### src/rtl/led_frame_scheduler_pkg.sv
// Shared types and elaboration helpers for the LED frame scheduler.
package led_frame_scheduler_pkg;

  typedef enum logic [2:0] {
    IDLE_S = 3'd0,
    VIS_S  = 3'd1,
    HAND_S = 3'd2,
    SEND_S = 3'd3,
    HOLD_S = 3'd4
  } sched_state_t;

  function automatic int frame_cycles(input int freq, input int frame_hz);
    return freq / frame_hz;
  endfunction

  // Counter width for a count range of n values; never below one bit.
  function automatic int cnt_width(input int n);
    return (n <= 2) ? 1 : $clog2(n);
  endfunction

endpackage

### src/rtl/led_frame_scheduler_if.sv
// Control-only link between the scheduler, the note pipeline, LinearVisualizer and LEDDriver2.
interface led_frame_scheduler_if;
  // notes_v is a one-cycle strobe. vis_start/drv_start are start levels held until the
  // stage answers: vis_data_v (level) means the visualizer's output is valid, drv_done low
  // means the driver has taken the frame, drv_done high again means it is idle.
  logic notes_v;
  logic vis_start;
  logic vis_data_v;
  logic drv_start;
  logic drv_done;

  modport master (
    input  notes_v,
    input  vis_data_v,
    input  drv_done,
    output vis_start,
    output drv_start
  );

  modport slave (
    output notes_v,
    output vis_data_v,
    output drv_done,
    input  vis_start,
    input  drv_start
  );
endinterface

### src/rtl/led_frame_scheduler_sat_counter.sv
// Up-counter with synchronous clear that stops at MAX instead of wrapping.
module sat_counter #(
  parameter int         W   = 8,
  parameter logic [W-1:0] MAX = '1
) (
  input  logic         clk,
  input  logic         rst,
  input  logic         en,
  input  logic         clr,
  output logic [W-1:0] q
);

  always_ff @(posedge clk or negedge rst) begin
    if (!rst) begin
      q <= '0;
    end else if (clr) begin
      q <= '0;
    end else if (en && (q != MAX)) begin
      q <= q + W'(1);
    end
  end

endmodule

### src/rtl/led_frame_scheduler.sv
// Frame sequencer: one visualizer pass then one LED refresh per note set, rate limited,
// with overrun counting and a per-frame watchdog.
module led_frame_scheduler
  import led_frame_scheduler_pkg::*;
#(
  parameter int FREQ        = 12_500_000,
  parameter int FRAME_HZ    = 60,
  parameter int TIMEOUT_CYC = FREQ / 50,
  parameter int DROP_W      = 8
) (
  input  logic                  clk,
  input  logic                  rst,
  led_frame_scheduler_if.master bus,
  output logic                  busy,
  output logic                  frame_pulse,
  output logic [DROP_W-1:0]     dropped,
  output logic                  err_timeout,
  output sched_state_t          dbg_state
);

  localparam int FRAME_CYC = frame_cycles(FREQ, FRAME_HZ);
  localparam int FT_W      = cnt_width(FRAME_CYC);
  localparam int WD_W      = cnt_width(TIMEOUT_CYC);
  localparam logic [FT_W-1:0] FT_MAX = FT_W'(FRAME_CYC - 1);
  localparam logic [WD_W-1:0] WD_MAX = WD_W'(TIMEOUT_CYC - 1);

  sched_state_t    state;
  sched_state_t    next_state;
  logic            pending;
  logic            pending_n;
  logic            drop_inc;
  logic            vis_entry;
  logic            active;
  logic            wd_hit;
  logic [FT_W-1:0] ft_q;
  logic [WD_W-1:0] wd_q;

  assign dbg_state = state;

  always_comb begin
    next_state = state;
    pending_n  = pending;
    drop_inc   = 1'b0;
    active     = (state == VIS_S) || (state == HAND_S) || (state == SEND_S);
    wd_hit     = active && (wd_q >= WD_MAX);

    case (state)
      IDLE_S: if (bus.notes_v || pending) next_state = VIS_S;
      VIS_S:  if (bus.vis_data_v)         next_state = HAND_S;
      HAND_S: if (!bus.drv_done)          next_state = SEND_S;
      SEND_S: if (bus.drv_done)           next_state = HOLD_S;
      HOLD_S: if (ft_q >= FT_MAX)         next_state = pending ? VIS_S : IDLE_S;
      default:                            next_state = IDLE_S;
    endcase

    // A hung stage abandons the frame; a queued note set survives the abort.
    if (wd_hit) next_state = IDLE_S;

    vis_entry = (next_state == VIS_S) && (state != VIS_S);

    // Entering VIS consumes the queued set; a strobe on a HOLD->VIS edge re-queues.
    if (vis_entry) begin
      pending_n = (state != IDLE_S) && bus.notes_v;
    end else if (bus.notes_v && (state != IDLE_S)) begin
      pending_n = 1'b1;
      drop_inc  = pending;
    end
  end

  always_ff @(posedge clk or negedge rst) begin
    if (!rst) begin
      state         <= IDLE_S;
      pending       <= 1'b0;
      bus.vis_start <= 1'b0;
      bus.drv_start <= 1'b0;
      busy          <= 1'b0;
      frame_pulse   <= 1'b0;
      err_timeout   <= 1'b0;
    end else begin
      state         <= next_state;
      pending       <= pending_n;
      bus.vis_start <= (next_state == VIS_S) || (next_state == HAND_S);
      bus.drv_start <= (next_state == HAND_S);
      busy          <= (next_state != IDLE_S);
      frame_pulse   <= (state == SEND_S) && (next_state == HOLD_S);
      if (wd_hit) err_timeout <= 1'b1;
    end
  end

  sat_counter #(.W(FT_W), .MAX(FT_MAX)) u_frame_timer (
    .clk (clk),
    .rst (rst),
    .en  (1'b1),
    .clr (vis_entry),
    .q   (ft_q)
  );

  sat_counter #(.W(WD_W), .MAX(WD_MAX)) u_watchdog (
    .clk (clk),
    .rst (rst),
    .en  (active),
    .clr (vis_entry),
    .q   (wd_q)
  );

  sat_counter #(.W(DROP_W)) u_dropped (
    .clk (clk),
    .rst (rst),
    .en  (drop_inc),
    .clr (1'b0),
    .q   (dropped)
  );

endmodule

### src/flat_wrapper.sv
// flat-port wrapper written by rule: the top's interface ports become plain ports
module led_frame_scheduler_flat import led_frame_scheduler_pkg::*;
#(
  parameter int FREQ        = 12_500_000,
  parameter int FRAME_HZ    = 60,
  parameter int TIMEOUT_CYC = FREQ / 50,
  parameter int DROP_W      = 8
)
  (clk, rst, busy, frame_pulse, dropped, err_timeout, dbg_state, bus_notes_v, bus_vis_data_v, bus_drv_done, bus_vis_start, bus_drv_start);
  led_frame_scheduler_if bus_i ();
  input  logic clk;
  input  logic rst;
  output logic busy;
  output logic frame_pulse;
  output logic [DROP_W-1:0] dropped;
  output logic err_timeout;
  output sched_state_t dbg_state;
  input wire logic [$bits(bus_i.notes_v)-1:0] bus_notes_v;
  input wire logic [$bits(bus_i.vis_data_v)-1:0] bus_vis_data_v;
  input wire logic [$bits(bus_i.drv_done)-1:0] bus_drv_done;
  output wire logic [$bits(bus_i.vis_start)-1:0] bus_vis_start;
  output wire logic [$bits(bus_i.drv_start)-1:0] bus_drv_start;
  assign bus_i.notes_v = bus_notes_v;
  assign bus_i.vis_data_v = bus_vis_data_v;
  assign bus_i.drv_done = bus_drv_done;
  assign bus_vis_start = bus_i.vis_start;
  assign bus_drv_start = bus_i.drv_start;
  led_frame_scheduler #(.FREQ(FREQ), .FRAME_HZ(FRAME_HZ), .TIMEOUT_CYC(TIMEOUT_CYC), .DROP_W(DROP_W)) u_core (.clk(clk), .rst(rst), .bus(bus_i), .busy(busy), .frame_pulse(frame_pulse), .dropped(dropped), .err_timeout(err_timeout), .dbg_state(dbg_state));
endmodule
### config.mk
export PLATFORM = sky130hd
export DESIGN_NAME = led_frame_scheduler_flat
export DESIGN_NICKNAME = d
export VERILOG_FILES = /design/src/rtl/led_frame_scheduler_pkg.sv /design/src/rtl/led_frame_scheduler_if.sv /design/src/rtl/led_frame_scheduler_sat_counter.sv /design/src/rtl/led_frame_scheduler.sv /design/src/flat_wrapper.sv
export SDC_FILE = /design/constraint.sdc
export NUM_CORES = 1
export LEC_CHECK = 0
export ABC_AREA = 1
export CORE_MARGIN = 4
export CORE_UTILIZATION = 30
export DETAILED_ROUTE_END_ITERATION = 12
export GPL_ROUTABILITY_DRIVEN = 0
export HOLD_SLACK_MARGIN = 0.03
export SYNTH_ARGS = -nofsm -noshare
export SYNTH_HDL_FRONTEND = slang
export SYNTH_SLANG_ARGS = --single-unit
### constraint.sdc
create_clock -name clk -period 1.9 [get_ports clk]
set_input_delay 0.57 -clock clk [delete_from_list [all_inputs] [get_ports clk]]
set_output_delay 0.57 -clock clk [all_outputs]
set_load 0.1 [all_outputs]
=== Word-level counts from Yosys, hierarchy flattened ===
Cells that the tools add are included.

* Register bits: 53
* Logic and storage cells: 58
* Output and inout bits: 16

* Magnitude comparators: 2
* Eq/ne operators: 11
* Reduce and logical (&&, ||, !) cells: 16
* Mux-type cells: 16
* Add/sub/neg operators: 3

{| class="wikitable"
|+ Operators by type and width
! kind !! number
|-
| 18-bit 2-to-1 mux || 4
|-
| 18-bit by 1-bit adder with 18-bit output, second input constant || 2
|-
| 18-bit greater-or-equal comparator, second input constant || 2
|-
| 18-bit != test, second input constant || 2
|-
| 3-bit 2-to-1 mux || 6
|-
| 3-bit case mux with 5 select lines || 1
|-
| 3-bit by 2-bit == test with 1-bit output, second input constant || 3
|-
| 8-bit by 1-bit adder with 8-bit output, second input constant || 1
|-
| 8-bit != test, second input constant || 1
|-
| 3-bit by 1-bit == test with 1-bit output, second input constant || 2
|-
| 3-bit == test, second input constant || 2
|-
| 1-bit logical AND || 6
|-
| 2-bit nonzero test || 3
|-
| 3-bit nonzero test || 2
|-
| 1-bit 2-to-1 mux || 5
|-
| 1-bit logical OR || 4
|-
| 3-bit zero test || 1
|-
| 3-bit by 1-bit != test with 1-bit output, second input constant || 1
|}

=== Depth between registers and ports, before layout ===
Gate-level depths: netlist of the first run.

* Depth after elaboration: 9
* Depth in mapped cells: 13
* Depth with buffers taken out: 13

=== Cells and area by module ===
From an unflattened synthesis of the first run, not the netlist that was laid out.

* Cell total of the unflattened synthesis: 532
* Area, all modules: 3,607.2 um^2

{| class="wikitable"
|+ Modules (own cells, without submodules)
! module !! seq. area each (um^2) !! area each (um^2) !! instances !! cells each
|-
| sat_counter at u_core.u_watchdog || 450.4 || 1,209.9 || 1 || 177
|-
| sat_counter at u_core.u_frame_timer || 450.4 || 1,179.9 || 1 || 174
|-
| led_frame_scheduler || 225.2 || 705.7 || 1 || 107
|-
| sat_counter at u_core.u_dropped || 200.2 || 511.7 || 1 || 74
|}

=== Worst setup path before layout of the first run ===
Ideal clock, no wire load.

* Kind: reg-to-reg
* Start point: register u_core.state[2] (netlist: u_core.dbg_state[2])
* End point: register u_core.u_dropped.q[2]
* Required time: 1.777 ns
* Path slack: -0.377 ns
* Library setup time: 0.123 ns
* Arrival time: 2.154 ns
* Cell stages (with the launch flop): 11
* Path through: dfrtp_1 -> inv_1 -> nand3_1 -> inv_1 -> nand2_1 -> o211ai_1 -> nand2_4 -> nand4_4 -> buf_6 -> nand3_1 -> nand2_1

* Longest elaborated chain between the ends: 9
* Elaborated cells between the ends (all ways): 23
* Those cells by class: eq/ne (6); mux (9); reduce/logical (8)

{| class="wikitable"
|+ Ends and longest elaborated chain
! what !! RTL line !! text
|-
| start, declared || led_frame_scheduler.sv:27 || <nowiki>sched_state_t state;</nowiki>
|-
| start signal, assigned || led_frame_scheduler.sv:80 || <nowiki>state <= next_state;</nowiki>
|-
| branches (longest 7 deep; another with 3-bit case mux with 5 select lines) || - ||
|-
| 1-bit 2-to-1 mux * || led_frame_scheduler.sv:62 || <nowiki>if (vis_entry) begin</nowiki>
|-
| 1-bit logical AND * || led_frame_scheduler_sat_counter.sv:18 || <nowiki>end else if (en && (q != MAX)) begin</nowiki>
|-
| end signal, assigned || led_frame_scheduler_sat_counter.sv:19 || <nowiki>q <= q + W'(1);</nowiki>
|-
| end, declared || led_frame_scheduler_sat_counter.sv:10 || <nowiki>output logic [W-1:0] q</nowiki>
|}

Mark *: on every way between the ends.
A chain may end at the register's enable or synchronous reset.

=== Worst setup path in the final report of the first run ===
* Start point: input bus_notes_v
* End point: register u_core.u_watchdog.q[6]

* Longest elaborated chain between the ends: 7
* Elaborated cells between the ends (all ways): 8
* Those cells by class: eq/ne (1); mux (4); reduce/logical (3)

{| class="wikitable"
|+ Ends and longest elaborated chain
! what !! RTL line !! text
|-
| start, declared || flat_wrapper.sv:18 || <nowiki>input wire logic [$bits(bus_i.notes_v)-1:0] bus_notes_v;</nowiki>
|-
| 1-bit logical OR * || led_frame_scheduler.sv:48 || <nowiki>IDLE_S: if (bus.notes_v || pending) next_state = VIS_S;</nowiki>
|-
| 3-bit 2-to-1 mux * || led_frame_scheduler.sv:48 ||
|-
| 3-bit case mux with 5 select lines * || led_frame_scheduler.sv:47 || <nowiki>case (state)</nowiki>
|-
| 3-bit 2-to-1 mux * || led_frame_scheduler.sv:57 || <nowiki>if (wd_hit) next_state = IDLE_S;</nowiki>
|-
| 3-bit by 1-bit == test with 1-bit output * || led_frame_scheduler.sv:59 || <nowiki>vis_entry = (next_state == VIS_S) && (state != VIS_S);</nowiki>
|-
| 1-bit logical AND * || led_frame_scheduler.sv:59 ||
|-
| 18-bit 2-to-1 mux or 2-bit nonzero test (tied branches) || - ||
|-
| end signal, assigned || led_frame_scheduler_sat_counter.sv:19 ||
|-
| end, declared || led_frame_scheduler_sat_counter.sv:10 ||
|}

Every way passes the cells marked *; elsewhere a longest branch is shown, timed or not.

==> impl_metrics.env, run 1 <==
export IMPL_core_mm2=0.0103
export IMPL_h_tree_depth=2
export IMPL_path_delay_family="buffers and inverters"
export IMPL_yosysMostFrequentCell="nand2_1"
export IMPL_tightest_slew_ns=0.402
export IMPL_nets=511
export IMPL_cp_slowest_stage_delay_ns=0.50
export IMPL_fin_util=0.418
export IMPL_routed_wl_mm=7.75
export IMPL_start_kind="primary input"
export IMPL_synth_ff_type="dfrtp_1"
export IMPL_syn_to_final_growth_pct=36.3
export IMPL_finalClockSkew_ns=0.00631
export IMPL_synthMuxAreaShare=0
export IMPL_clock_path_buffers=2
export IMPL_finalWorstSetupSlack_ns=0.0286
export IMPL_fin_crit_sh=0.985
export IMPL_grt_util_met2=0.180
export IMPL_synth_cells=437
export IMPL_die_x_um=111
export IMPL_r2r_start="u_core.u_watchdog.q[14]"
export IMPL_synth_avg_cell_area_um2=7.24
export IMPL_crit_chain="clkdlybuf4s50_1 -> nor2_1 -> o22ai_1 -> nor2_1 -> nand2_4 -> nand4_4 -> clkbuf_16 -> nand3b_1 -> inv_1"
export IMPL_hpwlAfterDp_mm=5.10
export IMPL_peakVddDrop_mv=0.895
export IMPL_pre_cts_ws_ns=-0.165
export IMPL_synth_top_cell_area_share=0.419
export IMPL_use_met3=0.0186
export IMPL_diodes=0
export IMPL_via_count=3021
export IMPL_first_global_vias=2680
export IMPL_synth_top_family_by_area="simple AND/OR/NAND/NOR gates"
export IMPL_synthesis_area_mm2=0.00317
export IMPL_dieArea_mm2=0.0123
export IMPL_synth_edff_count=0
export IMPL_cts_tree="yes"
export IMPL_nFillCells=966
export IMPL_path_buf_inv=3
export IMPL_synth_async_reset_ratio=1.00
export IMPL_r2r_cells=9
export IMPL_cap_violations=0
export IMPL_setup_violations=0
export IMPL_cts_sinks=53
export IMPL_row_count=37
export IMPL_vias_per_cell=4.73
export IMPL_cp_max_fo=6
export IMPL_grtUsageMet1=0.154
export IMPL_r2r_setup_slack_ns=0.06
export IMPL_crit_top_cell="nor2_1"
export IMPL_drc=0
export IMPL_synth_compound_area_frac=0.0277
export IMPL_antenna_left=0
export IMPL_floorplan_io_pins=21
export IMPL_synth_area_leaders="dfrtp_1, nand2_1, nand3_1"
export IMPL_grt_max_degree=43
export IMPL_grt_remaining_overflow=0
export IMPL_grt_pass1_wl_mm=11.9
export IMPL_ys_warn_count=0
export IMPL_antenna_found_initial=0
export IMPL_status="finished clean"
export IMPL_endpoint_kind="flop"
export IMPL_placedCellCount=608
export IMPL_p_leak_nw=2.28
export IMPL_synthSimpleGateAreaFrac=0.372
export IMPL_crit_arrival_ns=2.08
export IMPL_io_buffer_count=20
export IMPL_cts_clk_slew_worst_paths_ns=0.10
export IMPL_yosysTopAreaCell="dfrtp_1"
export IMPL_synth_xor_area_frac=0.0526
export IMPL_syn_nets=446
export IMPL_hold_viol=0
export IMPL_final_cell_area_mm2=0.00432
export IMPL_powerDensity_mw_per_mm2=1380
export IMPL_max_freq_mhz=534
export IMPL_cpMaxStageDelayCell="clkdlybuf4s50_1"
export IMPL_initial_core_util=0.307
export IMPL_r2r_end="u_core.u_watchdog.q[6]"
export IMPL_grt_usage=0.113
export IMPL_drv_slew=0
export IMPL_final_cells=639
export IMPL_grt_busiest_layer="met2"
export IMPL_cts_made_buffers=5
export IMPL_die_h_um=111
export IMPL_rsz0062_at_grt="true"
export IMPL_place_area_mm2=0.00385
export IMPL_fin_crit_ns=1.87
export IMPL_hold_class="primary input to asynchronous set/reset pin"
export IMPL_synth_seq_cells=53
export IMPL_maxSlewHeadroom=0.729
export IMPL_worstPathRequired_ns=2.11
export IMPL_drt_iter0_markers=207
export IMPL_root_buffer="clkbuf_8"
export IMPL_critPathKind="primary input to flop"
export IMPL_post_drt_wl_per_cell_um=12.1
export IMPL_synthTopCellsByCount="nand2_1, inv_1, nand3_1, dfrtp_1, nor2_1"
export IMPL_synthAdderAreaFrac=0.0158
export IMPL_ys_seq_area_frac=0.419
export IMPL_drive_gt1_frac=0.217
export IMPL_drtPass1Iterations=6
export IMPL_synth_distinct_cells=27
export IMPL_clock_latency_ns=0.31
per-layer routing:
layer,vias up,share of wire
met3,9,0.034
li1,1510,-
met1,1433,0.47
met2,69,0.48
met5,-,0
met4,0,0.018
metrics by stage:
step	total power, mW	TNS [ns]	hold WS [ns]
final	5.97	0	0.128
after global routing	6.33	-1.05	0.146
after CTS	5.10	0	0.139
after detailed placement	4.46	-5.92	0.482
after global placement	4.44	-4.22	0.480
after floorplan	3.50	0	0.274
worst max-delay path by stage:
stage / slack [ns] / end / depth (start not counted) / start
3_3_place_gp: -0.12 / u_core.u_watchdog.q[13] / 9 / bus_notes_v
3_5_place_dp: -0.16 / u_core.u_watchdog.q[15] / 9 / bus_notes_v
4_1_cts: 0.03 / u_core.u_frame_timer.q[4] / 11 / u_core.u_watchdog.q[1]
6_report: 0.03 / u_core.u_watchdog.q[6] / 9 / bus_notes_v
2_1_floorplan: 0.0008 / u_core.u_dropped.q[6] / 9 / u_core.dbg_state[2]
5_1_grt: -0.05 / u_core.u_watchdog.q[6] / 9 / u_core.u_watchdog.q[14]
logic make-up after synthesis:
logic type      count (synthesis)
buf+inv                        84
compound gates                 16
xor+xnor                       19
flops                          53
fa+ha+maj                       4
simple gates                  261
cells in the final DEF, fill, tap and decap left out, types with 3 or more instances in the layout:
cell type	netlist	final
nand3_1	65	60
xnor2_1	4	4
ha_1	4	3
xor2_1	15	15
clkdlybuf4s50_1	0	3
clkbuf_8	0	5
nand3b_1	5	5
dfrtp_1	53	44
o21ai_0	8	7
nand2_2	2	4
nand2_4	1	4
nor3_1	12	11
nand3_2	0	4
buf_4	0	33
buf_12	0	20
clkbuf_16	0	3
nor2_1	40	36
nor2_2	1	4
inv_1	76	73
dfrtp_2	0	7
nand2_1	116	111
a21oi_1	3	3
buf_6	5	5
nand4_1	11	11
or2_2	3	3
registers in the layout, indices dropped and copies added (netlist names):
| name | count |
|---|---|
| u_core.bus.drv_start | 1 |
| u_core.u_watchdog.q | 18 |
| u_core.err_timeout | 1 |
| u_core.busy | 1 |
| u_core.pending | 1 |
| u_core.u_frame_timer.q | 18 |
| u_core.u_dropped.q | 8 |
| u_core.bus.vis_start | 1 |
| u_core.dbg_state | 3 |
| u_core.frame_pulse | 1 |
timing repair:
item,CTS,global route
buffers inserted,0,16
hold buffers,0,0
endpoints found under the setup margin,0,45
gates resized for setup,0,34
final cells by class:
class | count | area, µm² | share of cell area
Timing Repair Buffer | 65 | 815 | 0.189
Inverter | 76 | 288 | 0.0667
Clock inverter | 2 | 10.0 | 0.00232
Sequential cell | 53 | 1340 | 0.311
Clock buffer | 6 | 72.6 | 0.0168
Tap cell | 136 | 170 | 0.0394
Multi-Input combinational cell | 301 | 1620 | 0.375
power by group:
group	internal (mW)	leakage (nW)	switching, mW
clock network	0.257	0.0450	0.375
logic	1.56	1.53	2.19
registers	1.35	0.700	0.234
Note: power is estimated with default switching activity, not from simulation.
==> inputs of run 2 (changes only) <==
--- a/config.mk
+++ b/config.mk
@@ -6,8 +6,10 @@
 export NUM_CORES = 1
 export LEC_CHECK = 0
 export ABC_AREA = 1
+export ABC_CLOCK_PERIOD_IN_PS = 1900
 export CORE_MARGIN = 4
 export CORE_UTILIZATION = 30
+export CTS_CLUSTER_SIZE = 12
 export DETAILED_ROUTE_END_ITERATION = 12
 export GPL_ROUTABILITY_DRIVEN = 0
 export HOLD_SLACK_MARGIN = 0.03
==> results of run 2 <==
Same layout as run 1: the final DEF is identical, and so are final timing and power.
==> inputs of run 3 (changes only) <==
--- a/config.mk
+++ b/config.mk
@@ -6,7 +6,6 @@
 export NUM_CORES = 1
 export LEC_CHECK = 0
 export ABC_AREA = 1
-export ABC_CLOCK_PERIOD_IN_PS = 1900
 export CORE_MARGIN = 4
 export CORE_UTILIZATION = 30
 export CTS_CLUSTER_SIZE = 12
==> results of run 3 <==
Same layout as run 1: the final DEF is identical, and so are final timing and power.
